<file path="src/rtl/alu_issue_ctrl_if.sv">
// alu_issue_ctrl_if: request, ALU and response signals of the ALU issue controller
interface alu_issue_ctrl_if;
  logic        req_valid;
  logic        req_ready;
  logic [5:0]  opcode;
  logic [5:0]  funct;
  logic [4:0]  shamt;
  logic [15:0] imm;
  logic [31:0] rs_data;
  logic [31:0] rt_data;
  logic [31:0] alu_op1;
  logic [31:0] alu_op2;
  logic [5:0]  alu_oprn;
  logic [31:0] alu_out;
  logic        alu_zero;
  logic        rsp_valid;
  logic        rsp_ready;
  logic [31:0] rsp_result;
  logic        rsp_zero;
  logic        rsp_taken;
  logic        rsp_illegal;
  modport slave (
    input  req_valid, opcode, funct, shamt, imm, rs_data, rt_data, alu_out, alu_zero, rsp_ready,
    output req_ready, alu_op1, alu_op2, alu_oprn, rsp_valid, rsp_result, rsp_zero, rsp_taken, rsp_illegal
  );
  modport master (
    output req_valid, opcode, funct, shamt, imm, rs_data, rt_data, alu_out, alu_zero, rsp_ready,
    input  req_ready, alu_op1, alu_op2, alu_oprn, rsp_valid, rsp_result, rsp_zero, rsp_taken, rsp_illegal
  );
endinterface

</file>
<file path="src/rtl/alu_issue_ctrl.sv">
// alu_issue_ctrl: decodes one instruction, drives the ALU for a settle window and returns the captured result
module alu_issue_ctrl #(
  parameter int unsigned MUL_SETTLE  = 2,
  parameter int unsigned BASE_SETTLE = 0
) (
  input logic           clk,
  input logic           rst,
  alu_issue_ctrl_if.slave bus
);
  localparam logic [5:0] ADD = 6'h01, SUB = 6'h02, MUL = 6'h03, SHR = 6'h04, SHL = 6'h05;
  localparam logic [5:0] AND = 6'h06, OR = 6'h07, NOR = 6'h08, SLT = 6'h09;
  typedef enum logic [1:0] {IDLE, EXEC, RESP} state_t;
  state_t      state_q, state_d;
  logic [7:0]  cnt_q, settle_d;
  logic [31:0] op1_q, op2_q, op1_d, op2_d, res_q;
  logic [5:0]  oprn_q, oprn_d;
  logic [1:0]  br_q, br_d;
  logic        zero_q, taken_q, illegal_q, ill_d, accept, capture;
  assign bus.req_ready   = state_q == IDLE;
  assign bus.rsp_valid   = state_q == RESP;
  assign bus.alu_op1     = op1_q;
  assign bus.alu_op2     = op2_q;
  assign bus.alu_oprn    = oprn_q;
  assign bus.rsp_result  = res_q;
  assign bus.rsp_zero    = zero_q;
  assign bus.rsp_taken   = taken_q;
  assign bus.rsp_illegal = illegal_q;
  assign accept  = bus.req_valid && state_q == IDLE;
  assign capture = state_q == EXEC && cnt_q == '0;
  assign ill_d    = oprn_d == '0;
  assign settle_d = oprn_d == MUL ? 8'(MUL_SETTLE) : 8'(BASE_SETTLE);
  // Decode opcode/funct into an ALU code and steered operands; an unmatched encoding leaves the code at 0
  always_comb begin
    op1_d  = bus.rs_data;
    op2_d  = {{16{bus.imm[15]}}, bus.imm};
    oprn_d = '0;
    br_d   = 2'b00;
    if (bus.opcode == 6'h00) begin
      op2_d = bus.rt_data;
      case (bus.funct)
        6'h20: oprn_d = ADD;
        6'h22: oprn_d = SUB;
        6'h2c: oprn_d = MUL;
        6'h24: oprn_d = AND;
        6'h25: oprn_d = OR;
        6'h27: oprn_d = NOR;
        6'h2a: oprn_d = SLT;
        6'h08: begin oprn_d = ADD; op2_d = '0; end
        6'h01: begin oprn_d = SHL; op1_d = bus.rt_data; op2_d = {27'b0, bus.shamt}; end
        6'h02: begin oprn_d = SHR; op1_d = bus.rt_data; op2_d = {27'b0, bus.shamt}; end
        default: ;
      endcase
    end else begin
      case (bus.opcode)
        6'h08, 6'h23, 6'h2b: oprn_d = ADD;
        6'h1d: oprn_d = MUL;
        6'h0a: oprn_d = SLT;
        6'h04: begin oprn_d = SUB; br_d = 2'b01; end
        6'h05: begin oprn_d = SUB; br_d = 2'b10; end
        6'h0c: begin oprn_d = AND; op2_d = {16'b0, bus.imm}; end
        6'h0d: begin oprn_d = OR; op2_d = {16'b0, bus.imm}; end
        6'h0f: begin oprn_d = SHL; op1_d = {16'b0, bus.imm}; op2_d = 32'd16; end
        default: ;
      endcase
    end
    if (ill_d) begin
      op1_d = '0;
      op2_d = '0;
    end
  end
  // Next state: illegal requests skip the ALU and answer immediately
  always_comb begin
    state_d = state_q;
    if (state_q == IDLE && bus.req_valid) state_d = ill_d ? RESP : EXEC;
    else if (capture) state_d = RESP;
    else if (state_q == RESP && bus.rsp_ready) state_d = IDLE;
  end
  // State register
  always_ff @(posedge clk) begin
    if (rst) state_q <= IDLE;
    else state_q <= state_d;
  end
  // Operand, settle counter and response registers; ALU inputs change only on accept
  always_ff @(posedge clk) begin
    if (rst) begin
      op1_q     <= '0;
      op2_q     <= '0;
      oprn_q    <= '0;
      br_q      <= '0;
      cnt_q     <= '0;
      res_q     <= '0;
      zero_q    <= 1'b0;
      taken_q   <= 1'b0;
      illegal_q <= 1'b0;
    end else if (accept) begin
      op1_q     <= op1_d;
      op2_q     <= op2_d;
      oprn_q    <= oprn_d;
      br_q      <= br_d;
      cnt_q     <= settle_d;
      res_q     <= '0;
      zero_q    <= 1'b0;
      taken_q   <= 1'b0;
      illegal_q <= ill_d;
    end else if (capture) begin
      res_q   <= bus.alu_out;
      zero_q  <= bus.alu_zero;
      taken_q <= br_q == 2'b01 ? bus.alu_zero : br_q == 2'b10 ? !bus.alu_zero : 1'b0;
    end else if (state_q == EXEC) begin
      cnt_q <= cnt_q - 8'd1;
    end
  end
endmodule
</file>
<file path="src/flat_wrapper.sv">
// flat-port wrapper written by rule: the top's interface ports become plain ports
module alu_issue_ctrl_flat 
#(
  parameter int unsigned MUL_SETTLE  = 2,
  parameter int unsigned BASE_SETTLE = 0
)
  (clk, rst, bus_req_valid, bus_opcode, bus_funct, bus_shamt, bus_imm, bus_rs_data, bus_rt_data, bus_alu_out, bus_alu_zero, bus_rsp_ready, bus_req_ready, bus_alu_op1, bus_alu_op2, bus_alu_oprn, bus_rsp_valid, bus_rsp_result, bus_rsp_zero, bus_rsp_taken, bus_rsp_illegal);
  alu_issue_ctrl_if bus_i ();
  input logic clk;
  input logic rst;
  input wire logic [$bits(bus_i.req_valid)-1:0] bus_req_valid;
  input wire logic [$bits(bus_i.opcode)-1:0] bus_opcode;
  input wire logic [$bits(bus_i.funct)-1:0] bus_funct;
  input wire logic [$bits(bus_i.shamt)-1:0] bus_shamt;
  input wire logic [$bits(bus_i.imm)-1:0] bus_imm;
  input wire logic [$bits(bus_i.rs_data)-1:0] bus_rs_data;
  input wire logic [$bits(bus_i.rt_data)-1:0] bus_rt_data;
  input wire logic [$bits(bus_i.alu_out)-1:0] bus_alu_out;
  input wire logic [$bits(bus_i.alu_zero)-1:0] bus_alu_zero;
  input wire logic [$bits(bus_i.rsp_ready)-1:0] bus_rsp_ready;
  output wire logic [$bits(bus_i.req_ready)-1:0] bus_req_ready;
  output wire logic [$bits(bus_i.alu_op1)-1:0] bus_alu_op1;
  output wire logic [$bits(bus_i.alu_op2)-1:0] bus_alu_op2;
  output wire logic [$bits(bus_i.alu_oprn)-1:0] bus_alu_oprn;
  output wire logic [$bits(bus_i.rsp_valid)-1:0] bus_rsp_valid;
  output wire logic [$bits(bus_i.rsp_result)-1:0] bus_rsp_result;
  output wire logic [$bits(bus_i.rsp_zero)-1:0] bus_rsp_zero;
  output wire logic [$bits(bus_i.rsp_taken)-1:0] bus_rsp_taken;
  output wire logic [$bits(bus_i.rsp_illegal)-1:0] bus_rsp_illegal;
  assign bus_i.req_valid = bus_req_valid;
  assign bus_i.opcode = bus_opcode;
  assign bus_i.funct = bus_funct;
  assign bus_i.shamt = bus_shamt;
  assign bus_i.imm = bus_imm;
  assign bus_i.rs_data = bus_rs_data;
  assign bus_i.rt_data = bus_rt_data;
  assign bus_i.alu_out = bus_alu_out;
  assign bus_i.alu_zero = bus_alu_zero;
  assign bus_i.rsp_ready = bus_rsp_ready;
  assign bus_req_ready = bus_i.req_ready;
  assign bus_alu_op1 = bus_i.alu_op1;
  assign bus_alu_op2 = bus_i.alu_op2;
  assign bus_alu_oprn = bus_i.alu_oprn;
  assign bus_rsp_valid = bus_i.rsp_valid;
  assign bus_rsp_result = bus_i.rsp_result;
  assign bus_rsp_zero = bus_i.rsp_zero;
  assign bus_rsp_taken = bus_i.rsp_taken;
  assign bus_rsp_illegal = bus_i.rsp_illegal;
  alu_issue_ctrl #(.MUL_SETTLE(MUL_SETTLE), .BASE_SETTLE(BASE_SETTLE)) u_core (.clk(clk), .rst(rst), .bus(bus_i));
endmodule
</file>
<file path="config.mk">
export PLATFORM = sky130hd
export DESIGN_NAME = alu_issue_ctrl_flat
export DESIGN_NICKNAME = d
export VERILOG_FILES = /design/src/rtl/alu_issue_ctrl_if.sv /design/src/rtl/alu_issue_ctrl.sv /design/src/flat_wrapper.sv
export SDC_FILE = /design/constraint.sdc
export NUM_CORES = 1
export LEC_CHECK = 0
export ABC_CLOCK_PERIOD_IN_PS = 7400
export BUFFER_PORTS_ARGS = -buffer_cell sky130_fd_sc_hd__buf_2
export CORE_ASPECT_RATIO = 0.6
export CORE_MARGIN = 5
export CORE_UTILIZATION = 51
export DETAILED_ROUTE_END_ITERATION = 7
export PLACE_DENSITY = 0.83
export SYNTH_ARGS = -nofsm -noshare
export SYNTH_HDL_FRONTEND = slang
export SYNTH_SLANG_ARGS = --single-unit
</file>
<file path="constraint.sdc">
create_clock -name clk -period 7.4 [get_ports clk]
set_input_delay 2.22 -clock clk [delete_from_list [all_inputs] [get_ports clk]]
set_output_delay 2.22 -clock clk [all_outputs]
set_load 0.01 [all_outputs]
</file>
---- After elaboration in Yosys (flattened, before gate mapping) ----
Cells that the tools add are included.
storage, ports and cells
  bits in registers ....................... 117
  bits of input ports ..................... 134
  output and inout port bits .............. 107
  logic and storage cells ................. 77
cells by class
  add/subtract/negate cells ............... 1
  equality and inequality tests ........... 26
  muxes and demuxes ....................... 23
  reduce and logical (&&, ||, !) cells .... 17
operators with widths
  cell                 count
  $mux 32              6
  $pmux 32 s2          2
  $eq 6x6->1 const B   9
  $eq 6x4->1 const B   6
  $pmux 4 s9           1
  $pmux 4 s7           1
  $mux 8               3
  $eq 6x2->1 const B   2
  $eq 6x3->1 const B   2
  $logic_not 6->1      2
  $mux 2               6
  $reduce_or 2->1      5
  $logic_not 8->1      1
  $sub 8x1->8 const B  1
  $eq 6x1->1 const B   1
  $eq 6x5->1 const B   1
  $mux 6               1
  $eq 2x1->1 const B   2
  $eq 2x2->1 const B   2
  $pmux 2 s2           1
  $logic_and 1x1->1    3
  $reduce_bool 3->1    1
  $reduce_or 3->1      1
  $logic_not 2->1      1
  5 further kinds      6

---- Longest topological paths before layout ----
  depth after elaboration ................. 7
  depth in mapped cells ................... 9

---- Worst setup path after synthesis ----
OpenSTA, ideal clock, no wires.
  kind .................................... input to register
  start ................................... input port bus_opcode[4]
  end ..................................... register u_core.op2_q[22] (netlist: u_core.bus.alu_op2[22])
  library setup time ...................... 0.129 ns
  arrival ................................. 3.802 ns
  required time ........................... 7.271 ns
  setup slack ............................. 3.468 ns
  stages .................................. 8
  path buffers ............................ 3
  cell sequence ........................... or4_4 > or3_1 > buf_6 > and2_4 > buf_6 > buf_8 > a21oi_2 > o31ai_1
between the ends
  word-level cells in the longest chain between the ends .. 6
ends and longest elaborated chain
  element                                                    RTL line              source
  from (decl)                                                flat_wrapper.sv:12    input wire logic [$bits(bus_i.opcode)-1:0] bus_opcode;
  $eq 6x4->1 (tied with other cells)                         alu_issue_ctrl.sv:54  case (bus.opcode)
  $reduce_or 3->1 / $reduce_or 2->1 (equally long branches)  --
  $pmux 4 s7                                                 alu_issue_ctrl.sv:54
  $mux 6                                                     alu_issue_ctrl.sv:38  if (bus.opcode == 6'h00) begin
  $logic_not 6->1                                            alu_issue_ctrl.sv:30  assign ill_d = oprn_d == '0;
  $mux 32 *                                                  alu_issue_ctrl.sv:66  if (ill_d) begin
  to (signal assigned)                                       alu_issue_ctrl.sv:97  op2_q <= op2_d;
  to (decl)                                                  alu_issue_ctrl.sv:15  logic [31:0] op1_q, op2_q, op1_d, op2_d, res_q;
Every way passes the cells marked *; elsewhere a longest branch is shown, timed or not.
A chain may end at the register's enable or synchronous reset.

---- Worst setup path after layout ----
  start ................................... input port bus_opcode[2]
  end ..................................... register u_core.op2_q[24] (netlist: u_core.bus.alu_op2[24])
The elaborated chain is that of the path after synthesis.

==> out/qor.yml <==
reg2reg_from: "u_core.cnt_q[0]"
ant_nets: 0
mappedNetlistArea_um2: 5376
synth.distinct_cells: 64
cts.reportedPaths.clkPinSlew_ns: 0.06
ys_top_cells_by_area: "dfxtp_1, nand2_1, a21oi_1"
tightest_slew_ns: 1.173
fin_crit_ns: 4.464
gp_congestion: 0.9651
route.detailed.drc: 0
yosysWarnings: 0
p_leak_nw: 3.209
hold_violations: 0
cts_hold_buffers: 0
whs_ns: 0.4479
post_drt_wl_per_cell_um: 18.32
io_pins: 241
cts_resized: 0
vias: 5809
viasPerCell: 5.690
status: "finished, final reports clean"
tns_ns: 0
start_util_pct: 51.45
track_usage_pct: 28.02
placed_cells: 988
synth_edf_count: 0
core_um2: 10450
clkLatencyLatePin_ns: 0.41
die_h_um: 89.53
yosysMostFrequentCell: "nand2_1"
synth-seq-area-share_pct: 42.82
antenna_found_initial: 0
die_x_um: 142.6
ys_ff_latch: 115
dr.pass1.iters: 5
crit_path_start: "bus_opcode[2]"
nets: 1003
crit_path_start_kind: "input pin"
final_max_slew_viol_count: 0
fmax_mhz: 224.0
cts_tree: "built"
grt_max_degree: 65
drive_gt1_share_pct: 34.96
cp_data_required_time_ns: 7.64
synthCells: 661
wl_um: 18710
clockBufferDepth: 2
grt_first_pass_wirelength_um: 27830
cts-root-buf: "clkbuf_16"
fin_worst_skew_ns: 0.01006
cap_violations: 0
maxSlewHeadroom_pct: 21.78
clock_sinks: 115
hpwl_um: 13580
syn_to_final_growth_pct: 32.49
timing.hold.worst.class: "register to register"
powerDensity_nw_per_um2: 243.0
synthArstFlopShare_pct: 0
grt_setup_unrepaired: "false"
gr-total-overflow: 0
yosysTopAreaCell: "dfxtp_1"
avgSynthCellArea_um2: 8.134
io_buffers: 238
dp_worst_setup_slack_ns: 2.536
vdd_ir_drop_max_v: 0.0001529
grt_pass1_vias: 5209
rows: 29
netlist.area_leader.share_pct: 42.82
hold_start: "u_core.bus.alu_op1[9]"
post_cts_buffers: 0
setup_viol: 0
drtIter0Drc: 588
die-area_um2: 12760
worstPathArrival_ns: 4.70
cts_buffers: 17
end_kind: "register"
finalCritPeriodShare_pct: 60.32
crit_fanout: 38
final_cells: 1021
path_class: "input pin to register"
synth_ff_type: "dfxtp_1"
layout_setup_ws_ns: 2.936
cts_max_level: 4
synthTopCellsByCount: "nand2_1, dfxtp_1, a21oi_1"
-- power by group --
part | switching, W | internal [W]
clock network | 0.000323 | 0.000540
registers | 0.0000150 | 0.000642
logic | 0.000130 | 0.0000819
total | 0.000467 | 0.00126
-- routing by layer --
metal | vias up | GRT usage (%) | part of all wire, % | wire (µm)
met1 | 2718 | 37.95 | 44 | 8158
li1 | 2776 | - | - | -
met5 | - | 0 | 0 | 0
met4 | 0 | 7.248 | 0.74 | 138
met3 | 10 | 8.819 | 9.6 | 1800
met2 | 305 | 43.82 | 46 | 8611
-- per-stage QoR --
stage          utilization [%]  area (µm²)  power [W]
4_1_cts                  68.14        7121   0.001735
2_1_floorplan                -        5380  0.0007917
6_report                 68.16        7123   0.001731
5_1_grt                  68.14        7121   0.001790
3_5_place_dp             62.20        6500  0.0008760
3_3_place_gp             62.20        6500  0.0008722
-- worst paths after layout --
path | cells past startpoint | to | slack (ns)
max | 7 | u_core.bus.alu_op2[24] | 2.94
min | 2 | u_core.bus.alu_op1[9] | 0.45
max reg2reg | 7 | u_core.bus.rsp_taken | 4.68
min reg2reg | 2 | u_core.bus.alu_op1[9] | 0.45
-- flip-flops by register name, summed over array words and instances (netlist names) --
register                count
u_core.bus.rsp_taken        1
u_core.state_q              2
u_core.br_q                 2
u_core.bus.alu_op1         32
u_core.bus.alu_op2         32
u_core.bus.rsp_result      32
u_core.bus.rsp_illegal      1
u_core.bus.alu_oprn         4
u_core.bus.rsp_zero         1
u_core.cnt_q                8
-- area by class of cell --
cell class              instances  area (µm²)
well taps                     139       173.9
fillers                       882        3327
clock inverters                15       195.2
repair buffers                244        1236
clock buffers                  17       425.4
diodes                          1       2.502
flip-flops and latches        115        2302
multi-input cells             482        2758
inverters                       8       30.03
-- worst max-delay path, stage by stage --
cell       delay, ns
buf_2           0.22
nand4b_1        0.17
a2bb2oi_1       0.27
nand3_2         0.16
o311ai_4        0.97
buf_4           0.52
o31ai_1         0.16
-- logic make-up (layout without fill, tap and decap cells) --
logic type      Yosys count  after routing  share of synthesized area, %
simple gates            258            258                         23.13
fa+ha+maj                 1              1                        0.2327
other cells               1              3                       0.06975
xor+xnor                 12             12                         1.955
buf+inv                  65            284                         6.470
compound gates          209            209                         25.32
flops                   115            115                         42.82
-- layout by cell type (no fill, tap or decap), types with 3 or more instances in the layout --
master     instances
buf_2            238
nand2_1          143
dfxtp_1          115
a21oi_1           54
o21ai_0           35
nor2_1            25
and3_1            20
o31ai_1           20
a31oi_1           19
clkbuf_16         17
o21ai_1           14
and2_1            13
a221oi_1          12
a21oi_2           11
a22oi_1           11
inv_1              8
or3_1              8
nor3_1             7
nand3_1            7
xor2_1             7
o221ai_1           7
a211oi_1           6
inv_6              6
buf_4              6
nor2b_1            5
xnor2_1            5
nor3b_1            4
nor3_2             3
a32o_1             3
clkinv_4           3
bufinv_16          3
(Power assumes the default switching activity.)
